[src/rtl/display_scan_driver.sv]
// Time-multiplexed 4-digit seven-segment scan driver with frame-aligned value updates.
// Optional macro LEADING_ZERO_BLANK_EN suppresses leading zero digits (1..3).
module display_scan_driver #(
  parameter int unsigned REFRESH_DIV  = 100000,
  parameter int unsigned BLANK_CYCLES = 1000
) (
  input  logic        clk,
  input  logic        reset_n,
  input  logic [15:0] value,
  input  logic [3:0]  decimal_point,
  input  logic        load,
  output logic [3:0]  an,
  output logic [6:0]  seg,
  output logic        dp,
  output logic        frame_tick
);

  localparam int unsigned CNT_W = (REFRESH_DIV > 1) ? $clog2(REFRESH_DIV) : 1;
  localparam int unsigned VAL_W = 16;
  localparam int unsigned NDIG  = 4;
  localparam int unsigned DIG_W = 2;
  localparam int unsigned SEG_W = 7;

  localparam logic [CNT_W-1:0] CNT_LAST  = CNT_W'(REFRESH_DIV - 1);
  localparam logic [CNT_W-1:0] CNT_BLANK = CNT_W'(BLANK_CYCLES);
  localparam logic [DIG_W-1:0] DIG_LAST  = DIG_W'(NDIG - 1);

  logic [CNT_W-1:0] cnt_q, cnt_d;
  logic [DIG_W-1:0] d_q, d_d;
  logic [VAL_W-1:0] pend_val_q, pend_val_d;
  logic [NDIG-1:0]  pend_dp_q, pend_dp_d;
  logic             pend_flag_q, pend_flag_d;
  logic [VAL_W-1:0] act_val_q, act_val_d;
  logic [NDIG-1:0]  act_dp_q, act_dp_d;

  logic [NDIG-1:0]  an_q, an_d;
  logic [SEG_W-1:0] seg_q, seg_d;
  logic             dp_q, dp_d;
  logic             tick_q, tick_d;

  logic             slot_end;
  logic             boundary;
  logic             lead_blank;
  logic [3:0]       cur_nib;

  // Active-low {g,f,e,d,c,b,a} pattern for one hex nibble.
  function automatic logic [SEG_W-1:0] hex_to_seg(input logic [3:0] nib);
    logic [SEG_W-1:0] s;
    case (nib)
      4'h0:    s = 7'b1000000;
      4'h1:    s = 7'b1111001;
      4'h2:    s = 7'b0100100;
      4'h3:    s = 7'b0110000;
      4'h4:    s = 7'b0011001;
      4'h5:    s = 7'b0010010;
      4'h6:    s = 7'b0000010;
      4'h7:    s = 7'b1111000;
      4'h8:    s = 7'b0000000;
      4'h9:    s = 7'b0010000;
      4'hA:    s = 7'b0001000;
      4'hB:    s = 7'b0000011;
      4'hC:    s = 7'b1000110;
      4'hD:    s = 7'b0100001;
      4'hE:    s = 7'b0000110;
      default: s = 7'b0001110;
    endcase
    return s;
  endfunction

  assign slot_end = (cnt_q == CNT_LAST);
  assign boundary = slot_end && (d_q == DIG_LAST);
  assign cur_nib  = act_val_q[{d_q, 2'b00} +: 4];

`ifdef LEADING_ZERO_BLANK_EN
  // A digit is hidden only if it and every digit to its left is zero with no dp lit.
  always_comb begin
    lead_blank = 1'b0;
    case (d_q)
      2'd1:    lead_blank = (act_val_q[15:4]  == 12'h000) && (act_dp_q[3:1] == 3'b000);
      2'd2:    lead_blank = (act_val_q[15:8]  == 8'h00)   && (act_dp_q[3:2] == 2'b00);
      2'd3:    lead_blank = (act_val_q[15:12] == 4'h0)    && (act_dp_q[3]   == 1'b0);
      default: lead_blank = 1'b0;
    endcase
  end
`else
  assign lead_blank = 1'b0;
`endif

  // Next-state for counters, pending/active capture and the registered drives.
  always_comb begin
    cnt_d       = cnt_q + CNT_W'(1);
    d_d         = d_q;
    pend_val_d  = pend_val_q;
    pend_dp_d   = pend_dp_q;
    pend_flag_d = pend_flag_q;
    act_val_d   = act_val_q;
    act_dp_d    = act_dp_q;
    an_d        = '1;
    seg_d       = '1;
    dp_d        = 1'b1;
    tick_d      = 1'b0;

    if (slot_end) begin
      cnt_d = '0;
      d_d   = d_q + DIG_W'(1);
    end

    if (load) begin
      pend_val_d  = value;
      pend_dp_d   = decimal_point;
      pend_flag_d = 1'b1;
    end

    // Frame boundary: a same-cycle load bypasses the pending copy.
    if (boundary) begin
      tick_d      = 1'b1;
      pend_flag_d = 1'b0;
      if (load) begin
        act_val_d = value;
        act_dp_d  = decimal_point;
      end else if (pend_flag_q) begin
        act_val_d = pend_val_q;
        act_dp_d  = pend_dp_q;
      end
    end

    if ((cnt_q >= CNT_BLANK) && !lead_blank) begin
      an_d  = ~(NDIG'(1) << d_q);
      seg_d = hex_to_seg(cur_nib);
      dp_d  = ~act_dp_q[d_q];
    end
  end

  // State and output registers.
  always_ff @(posedge clk or negedge reset_n) begin
    if (!reset_n) begin
      cnt_q       <= '0;
      d_q         <= '0;
      pend_val_q  <= '0;
      pend_dp_q   <= '0;
      pend_flag_q <= 1'b0;
      act_val_q   <= '0;
      act_dp_q    <= '0;
      an_q        <= '1;
      seg_q       <= '1;
      dp_q        <= 1'b1;
      tick_q      <= 1'b0;
    end else begin
      cnt_q       <= cnt_d;
      d_q         <= d_d;
      pend_val_q  <= pend_val_d;
      pend_dp_q   <= pend_dp_d;
      pend_flag_q <= pend_flag_d;
      act_val_q   <= act_val_d;
      act_dp_q    <= act_dp_d;
      an_q        <= an_d;
      seg_q       <= seg_d;
      dp_q        <= dp_d;
      tick_q      <= tick_d;
    end
  end

  assign an         = an_q;
  assign seg        = seg_q;
  assign dp         = dp_q;
  assign frame_tick = tick_q;

endmodule

[config.mk]
export PLATFORM = sky130hd
export DESIGN_NAME = display_scan_driver
export DESIGN_NICKNAME = d
export VERILOG_FILES = /design/src/rtl/display_scan_driver.sv
export SDC_FILE = /design/constraint.sdc
export NUM_CORES = 1
export LEC_CHECK = 0
export ABC_AREA = 1
export CAP_MARGIN = 25
export CORE_ASPECT_RATIO = 2
export CORE_MARGIN = 5
export CORE_UTILIZATION = 61
export DETAILED_ROUTE_END_ITERATION = 6
export PLACE_DENSITY = 0.84
export RECOVER_POWER = 50
export SLEW_MARGIN = 20
export SYNTH_ARGS = -nofsm -noshare
export SYNTH_HDL_FRONTEND = slang
export SYNTH_SLANG_ARGS = --single-unit
[constraint.sdc]
create_clock -name clk -period 2.3 [get_ports clk]
set_input_delay 0.46 -clock clk [delete_from_list [all_inputs] [get_ports clk]]
set_output_delay 0.46 -clock clk [all_outputs]
set_load 0.005 [all_outputs]
==> flow_summary.html <==
<table>
<tr><th>Metric</th><th>Value</th></tr>
<tr><th colspan="2">Synthesis</th></tr>
<tr><td>Yosys reg bits</td><td>73</td></tr>
<tr><td>EDFF count, synth</td><td>0</td></tr>
<tr><td>FFs w/ async S/R, synth</td><td>100%</td></tr>
<tr><td>Combined area of all synthesized cells</td><td>between 3000 and 4000 um^2</td></tr>
<tr><td>Avg Cell Area, Syn</td><td>8.31 um^2</td></tr>
<tr><td>Count of cell types in the netlist</td><td>28</td></tr>
<tr><td>Number of nets in the synthesized netlist</td><td>474</td></tr>
<tr><td>Yosys warns</td><td>0</td></tr>
<tr><td>Prevailing post-synth register cell</td><td>sky130_fd_sc_hd__dfrtp_1</td></tr>
<tr><td>Synthesized instance count</td><td>~440</td></tr>
<tr><td>Sequential fraction of the synthesis area</td><td>about half</td></tr>
<tr><th colspan="2">Critical path</th></tr>
<tr><td>Cell type of the slowest stage on the worst timing path</td><td>sky130_fd_sc_hd__dfrtp_1</td></tr>
<tr><td>Slowest cell delay on critical path</td><td>~0.63 ns</td></tr>
<tr><td>Critical path start-end classification</td><td>reg2reg</td></tr>
<tr><td>Arrival time of the worst setup path</td><td>around 2.3 ns</td></tr>
<tr><td>Type of origin of the critical path</td><td>flip-flop</td></tr>
<tr><td>Flop-to-flop setup slack</td><td>0.29 ns</td></tr>
<tr><td>Req. time, crit path</td><td>between 2 and 3 ns</td></tr>
<tr><td>Critical Path, Cell by Cell</td><td>inv_2, nand2_1, nand3_1, nand2_1, inv_1, ha_1, inv_1, nand2_1, nand3_1, nand3_1</td></tr>
<tr><td>Crit. End Element</td><td>flip-flop</td></tr>
<tr><td>Worst-path maximum fanout</td><td>14</td></tr>
<tr><th colspan="2">Global routing</th></tr>
<tr><td>Via count of the first global-routing pass</td><td>approximately 3,000</td></tr>
<tr><td>Wire length of the first global-routing pass</td><td>around 13,000 um</td></tr>
<tr><td>Number of antenna violations at the first check in global routing</td><td>0</td></tr>
<tr><td>Largest net degree at the start of global routing</td><td>37</td></tr>
<tr><td>Grt ovf</td><td>0</td></tr>
<tr><td>Combined global-route utilization of all metal layers</td><td>around 22%</td></tr>
<tr><th colspan="2">Power and ir drop</th></tr>
<tr><td>Max rail drop VDD</td><td>0.652 mV</td></tr>
<tr><td>Combinational fraction of design power</td><td>3.7%</td></tr>
<tr><td>Internal power component</td><td>around 2.5 mW</td></tr>
<tr><td>Leak pwr</td><td>2.18 nW</td></tr>
<tr><td>Pwr Density</td><td>702 nW/um^2</td></tr>
<tr><td>Switching Share</td><td>19.6%</td></tr>
<tr><td>Seq pwr share</td><td>between 40% and 50%</td></tr>
<tr><td>Clock power share</td><td>52.8%</td></tr>
<tr><td>Switching power total</td><td>599 uW</td></tr>
<tr><th colspan="2">STA</th></tr>
<tr><td>Final Worst Setup Slack</td><td>0.288 ns</td></tr>
<tr><td>Worst clock skew</td><td>0.00963 ns</td></tr>
<tr><td>Worst-Margin Slew</td><td>~1.0 ns</td></tr>
<tr><td>Fmax</td><td>497 MHz</td></tr>
<tr><td>Final setup violating endpoints</td><td>0</td></tr>
<tr><td>Fin Setup TNS</td><td>0 ns</td></tr>
<tr><td>Final Slew Violations</td><td>0</td></tr>
<tr><td>Fin Hold WS</td><td>0.191 ns</td></tr>
<tr><td>Count of endpoints failing hold in the final timing report</td><td>0</td></tr>
<tr><td>Worst-case headroom to the max-slew limit</td><td>between 30 and 40%</td></tr>
<tr><td>Period utilisation layout</td><td>between 80 and 90%</td></tr>
<tr><td>Shortest period the worst path allows</td><td>approximately 2.0 ns</td></tr>
<tr><td>RSZ-0062 raised after global routing</td><td>no</td></tr>
<tr><th colspan="2">Cells and area</th></tr>
<tr><td>Final core occ</td><td>73.5%</td></tr>
<tr><td>Number of antenna cells inserted</td><td>0</td></tr>
<tr><td>Seq. cell area</td><td>1840 um^2</td></tr>
<tr><td>Most frequent cells in the layout</td><td>sky130_fd_sc_hd__nand2_1, sky130_fd_sc_hd__dfrtp_1, sky130_fd_sc_hd__clkdlybuf4s50_1</td></tr>
<tr><td>Multi-input logic area</td><td>between 1500 and 2000 um^2</td></tr>
<tr><td>Filler Cell Count</td><td>between 400 and 500</td></tr>
<tr><td>P&amp;R area growth vs syn</td><td>19.0%</td></tr>
<tr><td>Post-layout nets</td><td>510</td></tr>
<tr><td>Most common library cell in the layout ignoring fill and taps</td><td>sky130_fd_sc_hd__nand2_1</td></tr>
<tr><td>Share of post-route cells with drive strength above 1</td><td>13.1%</td></tr>
<tr><td>Final Instance Count excl. Fillers</td><td>about 540</td></tr>
<tr><th colspan="2">Placement</th></tr>
<tr><td>Number of placed instances, taps included</td><td>527</td></tr>
<tr><td>Setup slack after placement</td><td>about 0.35 ns</td></tr>
<tr><td>Global placer's final weighted congestion</td><td>around 0.9</td></tr>
<tr><td>Half-perimeter wire length after detailed placement</td><td>about 5200 um</td></tr>
<tr><td>Port Buffer Count</td><td>35</td></tr>
<tr><th colspan="2">Die</th></tr>
<tr><td>Number of placement rows</td><td>40</td></tr>
<tr><td>Die Outline Area</td><td>7720 um^2</td></tr>
<tr><td>Number of placed I/O pins</td><td>36</td></tr>
<tr><td>Core ar.</td><td>roughly 5900 um^2</td></tr>
<tr><td>Vertical die dimension</td><td>between 100 and 150 um</td></tr>
<tr><td>Initial Utilization</td><td>a little over 60%</td></tr>
<tr><td>Die width</td><td>~65 um</td></tr>
<tr><th colspan="2">Clock tree</th></tr>
<tr><td>CTS sink cnt</td><td>73</td></tr>
<tr><td>Number of CTS-inserted buffers</td><td>9</td></tr>
<tr><td>Number of buffers inserted for hold repair after clock tree synthesis</td><td>0</td></tr>
<tr><td>Clock transition at the registers of the reported paths</td><td>about 0.060 ns</td></tr>
<tr><td>Maximum count of clock buffers along a single path</td><td>2</td></tr>
<tr><td>Number of buffers added for setup after CTS</td><td>0</td></tr>
<tr><td>Later-pin clock latency in the skew report</td><td>between 0.3 and 0.4 ns</td></tr>
<tr><td>Cell at the root of the clock tree</td><td>sky130_fd_sc_hd__clkbuf_16</td></tr>
<tr><td>Resized Gates After CTS</td><td>0</td></tr>
<tr><td>CTS tree</td><td>built</td></tr>
<tr><td>H-tree depth</td><td>3</td></tr>
<tr><th colspan="2">Routing</th></tr>
<tr><td>Final antenna-violating net count</td><td>0</td></tr>
<tr><td>Number of DRC violations after detailed routing</td><td>0</td></tr>
<tr><td>Average wire per standard cell</td><td>13.7 um</td></tr>
<tr><td>Vias per cell</td><td>about 5.3</td></tr>
<tr><td>Total number of vias</td><td>roughly 2,900</td></tr>
<tr><td>Iter 0 DRT Violations</td><td>between 200 and 250</td></tr>
<tr><td>Aggregate routed wire length</td><td>roughly 7400 um</td></tr>
<tr><td>Number of iterations in the first detailed-routing pass</td><td>4</td></tr>
<tr><th colspan="2">Status</th></tr>
<tr><td>Result of the run</td><td>finished, final reports clean</td></tr>
<tr><th colspan="2">Min path</th></tr>
<tr><td>Class of the tightest hold or removal check</td><td>in2async</td></tr>
<tr><th colspan="2">Flow run</th></tr>
<tr><td>Max-Cap Viols</td><td>0</td></tr>
</table>
registers in the layout (all words and copies together) (netlist names):
register / cells
pend_dp_q: 4
pend_flag_q: 1
d_q: 2
cnt_q: 17
act_dp_q: 4
seg: 7
act_val_q: 16
an: 4
pend_val_q: 16
frame_tick: 1
dp: 1
path summary, 6_finish.rpt:
check	start	endpoint	cells past startpoint
max in group asynchronous	reset_n	act_dp_q[0]	2
worst max-delay path	d_q[0]	seg[0]	10
worst max register to register	d_q[0]	seg[0]	10
worst min register to register	cnt_q[0]	cnt_q[0]	1
min in group clk	cnt_q[0]	cnt_q[0]	1
worst min-delay path	reset_n	cnt_q[14]	1
layout make-up:
type	instances	area share [%]
clock buffer	11	5.59
sequential	73	42.4
clock inverter	5	2.36
inverter	39	3.37
timing repair buffer	40	8.64
multi-input combinational	312	35.8
tap	63	1.82
per-layer routing:
metal  global-route usage, %  routed length, um  vias up
met2                    35.8               3720       73
met4                    9.67                156        0
li1                        -                  -     1458
met1                    28.2               3230     1338
met5                       0                  0        -
met3                    5.66                342       12
logic make-up after synthesis:
family	count (synthesis)	share of synthesized area [%]
AND/OR/NAND/NOR	280	34.8
flip-flops	73	50.5
buffers and inverters	54	6.79
adder cells (fa/ha/maj)	12	4.11
AO/OA/AOI/OAI	10	1.41
XOR/XNOR	10	2.40
worst max-delay path: cells and delay by family (launching register included):
| kind | cells | cell delay, ns |
|---|---|---|
| fa+ha+maj | 1 | 0.23 |
| buf+inv | 3 | 0.44 |
| flops | 1 | 0.63 |
| simple gates | 6 | 0.63 |
through the flow:
| stage | total power, mW | cell area, um^2 |
|---|---|---|
| 6_report | 3.05 | 4340 |
| 5_1_grt | 3.15 | 4340 |
| 4_1_cts | 3.08 | 4380 |
| 3_5_place_dp | 1.47 | 4040 |
| 3_3_place_gp | 1.47 | 4040 |
| 2_1_floorplan | 1.39 | 3650 |
cell usage after synthesis (2+ instances only):
cell / count / share of area, %
sky130_fd_sc_hd__dfstp_2: 12 / 8.6
sky130_fd_sc_hd__nor2_4: 2 / 0.62
sky130_fd_sc_hd__nand2_1: 168 / 17
sky130_fd_sc_hd__o21ai_0: 2 / 0.27
sky130_fd_sc_hd__xnor2_1: 2 / 0.48
sky130_fd_sc_hd__inv_2: 13 / 1.3
sky130_fd_sc_hd__nand4_1: 25 / 4.3
sky130_fd_sc_hd__nand4_2: 2 / 0.69
sky130_fd_sc_hd__inv_1: 26 / 2.7
sky130_fd_sc_hd__clkbuf_1: 8 / 0.82
sky130_fd_sc_hd__buf_4: 2 / 0.41
sky130_fd_sc_hd__nor2_2: 6 / 1.0
sky130_fd_sc_hd__nand3_2: 2 / 0.55
sky130_fd_sc_hd__dfrtp_1: 61 / 42
sky130_fd_sc_hd__xor2_1: 8 / 1.9
sky130_fd_sc_hd__nand2_2: 5 / 0.86
sky130_fd_sc_hd__ha_1: 12 / 4.1
sky130_fd_sc_hd__o21ai_1: 7 / 0.96
sky130_fd_sc_hd__nor3_1: 8 / 1.1
sky130_fd_sc_hd__buf_6: 5 / 1.5
sky130_fd_sc_hd__nand3_1: 27 / 3.7
sky130_fd_sc_hd__nor2_1: 30 / 3.1
power groups by stage:
| stage | Combinational, mW | Sequential [mW] | Clock, mW |
|---|---|---|---|
| after floorplan | 0.0415 | 1.34 | 0 |
| after global placement | 0.119 | 1.35 | 0 |
| after detailed placement | 0.122 | 1.35 | 0 |
| after CTS | 0.123 | 1.33 | 1.63 |
| after global routing | 0.132 | 1.33 | 1.69 |
| final | 0.113 | 1.33 | 1.61 |
No activity file was read; power rests on OpenSTA's default activity.
